<file path="config.mk">
export PLATFORM = sky130hd
export DESIGN_NAME = rca_n_bit
export DESIGN_NICKNAME = d
export VERILOG_FILES = /design/src/rtl/rca_n_bit.sv
export SDC_FILE = /design/constraint.sdc
export NUM_CORES = 1
export LEC_CHECK = 0
export ABC_CLOCK_PERIOD_IN_PS = 2750
export CORE_AREA = 2 2 39 41
export DETAILED_ROUTE_END_ITERATION = 16
export DIE_AREA = 0 0 41 43
export GPL_TIMING_DRIVEN = 0
export HOLD_SLACK_MARGIN = 0.06
export PLACE_DENSITY_LB_ADDON = 0.2
export SYNTH_ARGS = -nofsm -noshare
export SYNTH_HDL_FRONTEND = slang
export SYNTH_SLANG_ARGS = --single-unit
</file>
<file path="constraint.sdc">
create_clock -name clk -period 2.75 [get_ports clk]
set_input_delay 0.4125 -clock clk [delete_from_list [all_inputs] [get_ports clk]]
set_output_delay 0.4125 -clock clk [all_outputs]
set_load 0.05 [all_outputs]
</file>
<file path="src/rtl/rca_n_bit.sv">
// rtl/rca_n_bit.sv - N-bit ripple-carry adder with a registered result; RCA_OVF_EN adds a registered signed-overflow flag
module rca_fa_cell (
    input  logic a,
    input  logic b,
    input  logic ci,
    output logic s,
    output logic co
);
    assign s  = a ^ b ^ ci;
    assign co = (a & b) | (a & ci) | (b & ci);
endmodule

module rca_n_bit #(
    parameter int N = 6
) (
    input  logic                clk,
    input  logic                rst,
    input  logic signed [N-1:0] A,
    input  logic signed [N-1:0] B,
    input  logic                cin,
    output logic signed [N-1:0] sum,
    output logic                cout
`ifdef RCA_OVF_EN
    ,
    output logic                ovf
`endif
);
    logic [N:0]   c;
    logic [N-1:0] s;

    assign c[0] = cin;

    // One full-adder cell per bit; carry ripples from bit 0 upward.
    for (genvar i = 0; i < N; i++) begin : g_cell
        rca_fa_cell u_fa (
            .a  (A[i]),
            .b  (B[i]),
            .ci (c[i]),
            .s  (s[i]),
            .co (c[i+1])
        );
    end

    always_ff @(posedge clk) begin
        if (rst) begin
            sum  <= '0;
            cout <= 1'b0;
        end else begin
            sum  <= s;
            cout <= c[N];
        end
    end

`ifdef RCA_OVF_EN
    // Signed overflow: carry into the sign bit differs from carry out of it.
    always_ff @(posedge clk) begin
        if (rst) begin
            ovf <= 1'b0;
        end else begin
            ovf <= c[N] ^ c[N-1];
        end
    end
`endif

endmodule

</file>
==> qor.csv, run 1 <==
metric,value,unit
status,"finished, final reports clean",
path_max_fanout,1,
finalPower,0.3212,mW
drtIter0Drc,0,
synth_edf_count,0,
routedWlPerCell,7.221,um
antenna_found_initial,0,
finalCriticalPeriod,2.638,ns
crit_type,in2reg,
die_y,43,um
nets,74,
drive_gt1_share,25.00,%
wl,491,um
multi_input_area,168.9,um2
setup_viol,0,
syn_avg_cell_area,11.96,um2
maxSlewHeadroom,67.27,%
global_route.usage.total,6.802,%
hold_depth,4,
grt_pass1_vias,226,
end_kind,register,
p_per_area,543.9,nW/um2
max_clock_freq,0.3791,GHz
grt-ovfl-total,0,
rsz0062_at_grt,false,
die_area,1763,um2
placed_area,555.5,um2
power.leakage,0.2431,nW
synth_ff_type,dfxtp_1,
place_ws,-0.4665,ns
hp-start,B[0],
grt_max_degree,8,
cts_sinks,7,
pin_count,22,
setup.worst_path.start,A[0],
viasPerCell,3.632,
clk_pin_slew,0.05,ns
synth_seq_area_share,43.41,%
post-route-util,42.68,%
numCtsBuffers,3,
firstDrtPassIters,1,
fin_area,590.6,um2
clock-root-buffer,clkbuf_4,
async_flop_share,0,%
clk_path_buf_depth,2,
num_vias,247,
regArea,140.1,um2
ant_nets,0,
drv_slew,0,
core-area,1384,um2
min_to,sum[0],
whs,0.6460,ns
htreeDepth,1,
finalHoldViolations,0,
portBuffers,21,
synth_cells,27,
setup_slack,0.1121,ns
yosys_warnings,0,
maxCapViolations,0,
yosysTopAreaCell,dfxtp_1,
yosys.area.top_type_share,43.41,%
max-vdd-ir-drop,0.1355,mV
syn2layout_area_growth,82.95,%
n_fill_cell,155,
post-route-period-util,95.93,%
synth_commonest_cells,"7 x dfxtp_1, 7 x inv_1, 6 x fa_1",
die_w,41,um
start_util,23.33,%
cts_tree,done,
synthesis.nets,48,
yosys-top-cells-area,"dfxtp_1 43%, fa_1 37%, inv_1 8.1%, nor2b_1 7.8%, nor2_1 3.5%",
std_cell_rows,14,
finalWeightedCongestion,0.6229,
synth_cell_types,5,
ys_seq_elements,7,
grt_pass1_wl,786,um
cp-start-kind,input port,
n_antenna_cell,0,
required,2.93,ns
netlist_area,322.8,um2
arrival,2.82,ns
tightestPinTransition,0.4894,ns
drc,0,
hpwl,449.8,um
holdCritPathClass,in2reg,
## critical path, cell delays in order
cell             delay [ns]
clkdlybuf4s15_1        0.17
inv_2                  0.06
fa_2                   0.19
inv_2                  0.04
fa_2                   0.35
fa_2                   0.34
fa_2                   0.35
fa_2                   0.34
inv_2                  0.06
fa_1                   0.40
nor2_1                 0.10
## sequential cells by signal, summed over array words and instances, names as in the netlist
register / cells
sum: 6
cout: 1
## power by group
| group | internal, mW | switching [mW] |
|---|---|---|
| Clock | 0.0551 | 0.0342 |
| Sequential | 0.114 | 0.00261 |
| Combinational | 0.0506 | 0.0649 |
| Total | 0.220 | 0.102 |
## routing by layer
metal / track usage [%] / up-vias / part of all wire, %
met3: 0 / 0 / 8.1
li1: - / 123 / -
met1: 7.000 / 112 / 37
met4: 8.000 / 0 / 0
met5: 0 / - / 0
met2: 10.63 / 12 / 55
## cell families after synthesis
logic type | count (synthesis) | share of synthesized area (%)
flip-flops | 7 | 43.41
AND/OR/NAND/NOR | 7 | 11.24
buffers and inverters | 7 | 8.141
adder cells (fa/ha/maj) | 6 | 37.21
## cell usage in the layout, fill, tap and decap left out
master           count
clkbuf_4             3
fa_2                 5
clkdlybuf4s15_1      3
inv_1                2
nor2b_1              4
clkdlybuf4s50_1     17
nor2_1               3
clkbuf_1             1
inv_2                5
dfxtp_1              7
fa_1                 1
dlygate4sd2_1        1
## area by class of cell
| type | count | area share [%] |
|---|---|---|
| tap | 16 | 3.390 |
| timing repair buffer | 21 | 35.38 |
| inverter | 7 | 4.449 |
| multi-input combinational | 13 | 28.60 |
| clock buffer | 4 | 4.449 |
| sequential | 7 | 23.73 |
## metrics by stage
stage | cells | setup TNS (ns)
global route | 68 | 0
finish | 68 | 0
detailed placement | 64 | -0.8662
CTS | 68 | 0
floorplan | 27 | 0
global placement | 64 | -0.8820
## timing repair
action | in CTS | in global routing
resized for setup | 16 | 0
hold buffers | 0 | 0
endpoints found under the hold margin | 0 | 0
buffers inserted | 0 | 0
endpoints found under the setup margin | 1 | 1
pin swaps | 7 | 3
## worst max path at each step
stage,to,slack (ns),depth (start not counted)
floorplan,sum[5],0.03,10
global placement,sum[5],-0.47,11
detailed placement,sum[5],-0.47,11
CTS,sum[5],0.02,11
global route,sum[5],0.02,11
finish,sum[5],0.11,11
Power figures use the tool's default switching activity.
==> inputs of run 2 (changes only) <==
CTS_CLUSTER_SIZE = 25   (was unset)
==> results of run 2 <==
The final DEF is identical to that of run 1; final timing and power are the same.
